### config.mk
export PLATFORM = sky130hd
export DESIGN_NAME = uart_tx_cfg
export DESIGN_NICKNAME = d
export VERILOG_FILES = /design/src/rtl/uart_tx_cfg_pkg.sv /design/src/rtl/uart_tx_fifo.sv /design/src/rtl/uart_tx_cfg.sv
export SDC_FILE = /design/constraint.sdc
export NUM_CORES = 1
export LEC_CHECK = 0
export ABC_AREA = 0
export BUFFER_PORTS_ARGS = -buffer_cell sky130_fd_sc_hd__buf_4
export CAP_MARGIN = 20
export CORE_MARGIN = 3
export CORE_UTILIZATION = 50
export CTS_CLUSTER_DIAMETER = 200
export DETAILED_ROUTE_END_ITERATION = 12
export PLACE_DENSITY_LB_ADDON = 0.25
export SLEW_MARGIN = 15
export SYNTH_ARGS = -nofsm -noshare
export SYNTH_HDL_FRONTEND = slang
export SYNTH_SLANG_ARGS = --single-unit
### constraint.sdc
create_clock -name hwclk -period 3.5 [get_ports hwclk]
set_clock_uncertainty 0.2 [all_clocks]
set_input_delay 0.525 -clock hwclk [delete_from_list [all_inputs] [get_ports hwclk]]
set_output_delay 0.525 -clock hwclk [all_outputs]
set_load 0.01 [all_outputs]
### src/rtl/uart_tx_cfg_pkg.sv
// uart_tx_cfg_pkg: parity-mode constants and transmitter FSM state encoding
package uart_tx_cfg_pkg;
  localparam int PARITY_NONE = 0;
  localparam int PARITY_ODD = 1;
  localparam int PARITY_EVEN = 2;
  typedef enum logic [2:0] {ST_IDLE, ST_START, ST_DATA, ST_PARITY, ST_STOP} state_t;
endpackage

### src/rtl/uart_tx_fifo.sv
// uart_tx_fifo: synchronous FIFO (clk, rst, wdata/push in, pop in, rdata/full/empty/count out); push ignored when full
module uart_tx_fifo #(
  parameter int WIDTH = 8,
  parameter int DEPTH = 4
) (
  input  logic                     clk,
  input  logic                     rst,
  input  logic [WIDTH-1:0]         wdata,
  input  logic                     push,
  input  logic                     pop,
  output logic [WIDTH-1:0]         rdata,
  output logic                     full,
  output logic                     empty,
  output logic [$clog2(DEPTH):0]   count
);
  localparam int AW = $clog2(DEPTH);
  localparam int CW = AW + 1;
  if (DEPTH < 2 || (1 << AW) != DEPTH) begin : g_bad_depth
    $error("uart_tx_fifo: DEPTH must be a power of 2 and >= 2");
  end
  logic [WIDTH-1:0] mem [DEPTH];
  logic [AW-1:0] wp, rp;
  logic do_push, do_pop;
  assign full = count == CW'(DEPTH);
  assign empty = count == '0;
  assign do_push = push & ~full;
  assign do_pop = pop & ~empty;
  assign rdata = mem[rp];
  always_ff @(posedge clk)
    if (do_push) mem[wp] <= wdata;
  always_ff @(posedge clk) begin
    if (rst) begin
      wp <= '0;
      rp <= '0;
      count <= '0;
    end else begin
      if (do_push) wp <= wp + 1'b1;
      if (do_pop) rp <= rp + 1'b1;
      count <= count + CW'(do_push) - CW'(do_pop);
    end
  end
endmodule

### src/rtl/uart_tx_cfg.sv
// uart_tx_cfg: UART transmitter with FIFO (hwclk, rst, s_data/s_valid/s_ready in, tx/busy/txdone/fifo_count out)
module uart_tx_cfg
  import uart_tx_cfg_pkg::*;
#(
  parameter int CLK_HZ = 12_000_000,
  parameter int BAUD = 9600,
  parameter int DATA_BITS = 8,
  parameter int PARITY = 0,
  parameter int STOP_BITS = 1,
  parameter int FIFO_DEPTH = 4
) (
  input  logic                          hwclk,
  input  logic                          rst,
  input  logic [DATA_BITS-1:0]          s_data,
  input  logic                          s_valid,
  output logic                          s_ready,
  output logic                          tx,
  output logic                          busy,
  output logic                          txdone,
  output logic [$clog2(FIFO_DEPTH):0]   fifo_count
);
  localparam int DIV = CLK_HZ / BAUD;
  localparam int CW = $clog2(DIV);
  if (DIV < 2 || DATA_BITS < 5 || DATA_BITS > 9 || PARITY < 0 || PARITY > 2 ||
      STOP_BITS < 1 || STOP_BITS > 2) begin : g_bad_params
    $error("uart_tx_cfg: illegal parameters");
  end
  state_t state;
  logic [CW-1:0] cnt;
  logic [3:0] bitn;
  logic [DATA_BITS-1:0] shreg, fdata;
  logic par, fempty, full, pop, bit_end;
  assign bit_end = cnt == CW'(DIV - 1);
  assign pop = state == ST_IDLE && !fempty;
  assign s_ready = !full;
  assign busy = state != ST_IDLE || !fempty;
  uart_tx_fifo #(.WIDTH(DATA_BITS), .DEPTH(FIFO_DEPTH)) u_fifo (
    .clk(hwclk), .rst(rst), .wdata(s_data), .push(s_valid), .pop(pop),
    .rdata(fdata), .full(full), .empty(fempty), .count(fifo_count)
  );
  always_ff @(posedge hwclk) begin
    if (rst) begin
      state <= ST_IDLE;
      cnt <= '0;
      bitn <= '0;
      shreg <= '0;
      par <= 1'b0;
      tx <= 1'b1;
      txdone <= 1'b0;
    end else begin
      // counter held at zero in IDLE so each frame starts on a fresh bit boundary
      cnt <= (state == ST_IDLE || bit_end) ? '0 : cnt + 1'b1;
      // registered, so raised one cycle early to land on the last stop-bit cycle
      txdone <= state == ST_STOP && bitn == 4'(STOP_BITS - 1) && cnt == CW'(DIV - 2);
      case (state)
        ST_IDLE:
          if (pop) begin
            shreg <= fdata;
            par <= PARITY == PARITY_EVEN ? ^fdata : ~^fdata;
            state <= ST_START;
            tx <= 1'b0;
          end
        ST_START:
          if (bit_end) begin
            state <= ST_DATA;
            bitn <= '0;
            tx <= shreg[0];
          end
        ST_DATA:
          if (bit_end) begin
            shreg <= shreg >> 1;
            bitn <= bitn + 1'b1;
            tx <= shreg[1];
            if (bitn == 4'(DATA_BITS - 1)) begin
              bitn <= '0;
              state <= PARITY != PARITY_NONE ? ST_PARITY : ST_STOP;
              tx <= PARITY != PARITY_NONE ? par : 1'b1;
            end
          end
        ST_PARITY:
          if (bit_end) begin
            state <= ST_STOP;
            bitn <= '0;
            tx <= 1'b1;
          end
        ST_STOP:
          if (bit_end) begin
            bitn <= bitn + 1'b1;
            if (bitn == 4'(STOP_BITS - 1)) state <= ST_IDLE;
          end
        default: state <= ST_IDLE;
      endcase
    end
  end
endmodule

==> impl_metrics.csv <==
group,metric,value,unit
power_and_ir_drop,p_sw,868.1,µW
floorplanning,dieHeight,84.37,µm
setup_path,cp_common_cell,"inv_1",
setup_path,arrival,2.90,ns
timing,final_hold_viol_count,0,
status,status,"finished clean",
setup_path,reg2regPathDepth,11,
final_layout,fillCellCount,455,
detailed_routing,vias,1909,
setup_path,endpoint_kind,"flip-flop",
yosys,yosysTopAreaCellShare,31.30,%
clock_network,clock_sinks,69,
setup_path,startpoint_type,"flip-flop",
power_and_ir_drop,switching_share,32.79,%
setup_path,cpMaxStageDelayCell,"nor3_1",
power_and_ir_drop,power_frac_comb,30.9,%
place,pre_cts_ws,0.5804,ns
setup_path,crit_type,"reg -> reg",
clock_network,cts_tree,"yes",
yosys,synthTopCellsByArea,"edfxtp_1 31%, dfxtp_1 24%, mux4_2 5.9%",
final_layout,diodes,0,
final_layout,layout_commonest_cell,"dfxtp_1",
yosys,netlist_instances,251,
clock_network,clk_pin_slew,0.07,ns
power_and_ir_drop,internal_power,1779,µW
timing,max_freq,347.4,MHz
yosys,synth_seq_area_share,55.42,%
power_and_ir_drop,power_density,765.3,nW/µm²
power_and_ir_drop,max-vdd-ir-drop,0.3552,mV
timing,slew_viol_final,0,
detailed_routing,drt-total-wl,5.359,mm
place,place_congestion,0.7579,
min_path,whs_path_depth,1,
place,dp_hpwl,3.816,mm
clock_network,ctsHoldBuffers,0,
floorplanning,rows,27,
setup_path,reg2reg_setup_slack,0.62,ns
clock_network,cts_resized,0,
floorplanning,die_area,7117,µm²
clock_network,insertion_delay,0.34,ns
yosys,ys_types,45,
setup_path,reg2reg_from,"state[1]",
setup_path,worstPathCellList,"nor3_1, nand2_1, inv_1, ha_1, inv_1, ha_1, inv_1, fa_1, xor2_1, xnor2_1, nor2_1",
min_path,hp-class,"in -> reg",
final_layout,nets,291,
power_and_ir_drop,p_seq_share,42.0,%
detailed_routing,first_pass_iters,4,
yosys,ys_ff_latch,69,
floorplanning,core_area,5709,µm²
timing,setup_slack,0.6215,ns
power_and_ir_drop,p_leak,0.001322,µW
min_path,holdPathEnd,"u_fifo.mem[2][0]",
floorplanning,die_x,84.37,µm
detailed_routing,via_per_inst,5.533,
setup_path,worstPathRequired,3.52,ns
final_layout,final_cell_mix,"37 x dfxtp_1, 32 x edfxtp_1, 27 x nor2_1, 17 x buf_4, 16 x a211oi_1",
timing,rsz0062_at_grt,"no",
final_layout,final_layout_size_suffix_gt1_share,16.48,%
clock_network,post_cts_buffers,0,
place,dp_cells,329,
floorplanning,initial_utilization,53.78,%
flow_run,cap_violations,0,
global_routing,overflow,0,
setup_path,path_buf_inv,3,
power_and_ir_drop,p_clk_share,27.1,%
min_path,min_from,"s_data[0]",
detailed_routing,drc,0,
timing,finalSetupTns,0,ns
yosys,synth_area,3070,µm²
clock_network,cts_max_level,3,
global_routing,grt_start_max_net_pins,31,
detailed_routing,ant_nets,0,
detailed_routing,drt-initial-drc-count,107,
yosys,syn-num-nets,274,
timing,maxSlewHeadroom,61.22,%
place,place.port_buffers,17,
setup_path,cpLargestDelayFamily,"adder cells",
global_routing,track_usage,16.69,%
setup_path,r2r-end,"u_fifo.count[2]",
setup_path,critPathMaxStageDelay,0.41,ns
yosys,yosys.area.top_type,"edfxtp_1",
global_routing,antenna_found_initial,0,
timing,worst_pin_slew,0.5809,ns
setup_path,crit_cells,11,
floorplanning,io_pins,18,
final_layout,fin_cells,345,
global_routing,grt_pass1_vias,1906,
final_layout,area_delta_synth_final,12.67,%
yosys,yosysWarnings,0,
setup_path,path_max_fanout,11,
timing,setup_viol,0,
global_routing,grt_pass1_wl,9.142,mm
timing,finalCriticalPeriod,2.879,ns
clock_network,cts_buffers,9,
yosys,syn_area_per_cell,12.23,µm²
clock_network,cts-root-buf,"clkbuf_8",
timing,fin_crit_sh,82.24,%
power_and_ir_drop,power.total,2647,µW
clock_network,cts_buffer_depth,2,
detailed_routing,wl_per_cell,15.53,µm
==> registers in the layout, indices dropped and copies added, names as in the netlist, named ones only <==
register,count
u_fifo.count,3
tx,1
txdone,1
bitn,4
u_fifo.rp,2
shreg,8
state,3
u_fifo.mem,32
cnt,11
u_fifo.wp,2
==> kinds of logic after synthesis <==
logic type      Yosys count  synth area share, %
flops                    69                55.42
xor+xnor                 16                4.564
mux                      18                9.128
buf+inv                  23                3.178
compound gates           33                7.376
simple gates             80                15.20
fa+ha+maj                12                5.134
==> synth_stat cells (all sizes together) <==
library cell and n:
a211oi 16, a21boi 1, a21o 1, a21oi 5
a221oi 1, and2 5, and3 1, and3b 1
and4 1, and4b 5, buf 5, clkbuf 6
dfxtp 37, edfxtp 32, fa 1, ha 11
inv 12, mux2i 10, mux4 8, nand2 10
nand2b 4, nand3 4, nand4 6, nand4b 2
nor2 27, nor2b 2, nor3 4, nor4b 2
o211ai 1, o21ai 5, o221ai 1, o31ai 1
o32ai 1, or2 1, or3 3, or3b 1
or4 1, xnor2 8, xor2 8
==> worst max path at each step <==
stage,endpoint,startpoint
finish,u_fifo.count[2],state[1]
global route,u_fifo.count[2],state[1]
CTS,u_fifo.count[2],state[1]
detailed placement,u_fifo.count[2],state[1]
global placement,u_fifo.count[2],state[1]
floorplan,u_fifo.count[2],state[1]
==> per-stage QoR <==
stage / utilization, % / hold slack (ns) / instance area (µm²)
2_1_floorplan: - / 0.2519 / 3070
3_3_place_gp: 56.67 / 0.2779 / 3236
3_5_place_dp: 56.67 / 0.3078 / 3236
4_1_cts: 60.60 / 0.1634 / 3460
5_1_grt: 60.60 / 0.1540 / 3460
6_report: 60.60 / 0.1810 / 3460
==> final cells by class <==
| type | count | area (µm²) | area share (%) |
|---|---|---|---|
| sequential | 69 | 1702 | 49.19 |
| timing repair buffer | 17 | 127.6 | 3.689 |
| multi-input combinational | 159 | 1271 | 36.75 |
| clock inverter | 6 | 86.33 | 2.495 |
| tap | 72 | 90.09 | 2.604 |
| clock buffer | 10 | 137.6 | 3.978 |
| inverter | 12 | 45.04 | 1.302 |
==> routing by layer <==
| metal | up-vias | global-route usage (%) | wire [µm] | part of all wire (%) |
|---|---|---|---|---|
| met4 | 0 | 7.194 | 91 | 1.7 |
| li1 | 956 | - | - | - |
| met1 | 918 | 22.42 | 2733 | 51 |
| met3 | 7 | 6.084 | 190 | 3.5 |
| met2 | 28 | 24.39 | 2343 | 44 |
| met5 | - | 0 | 0 | 0 |
==> power by group through the flow <==
stage | clock (µW) | combinational (µW) | sequential (µW)
2_1_floorplan | 0 | 682 | 1070
3_3_place_gp | 0 | 805 | 1130
3_5_place_dp | 0 | 829 | 1130
4_1_cts | 735 | 829 | 1110
5_1_grt | 777 | 924 | 1130
6_report | 718 | 818 | 1110
Note: power is estimated with default switching activity, not from simulation.
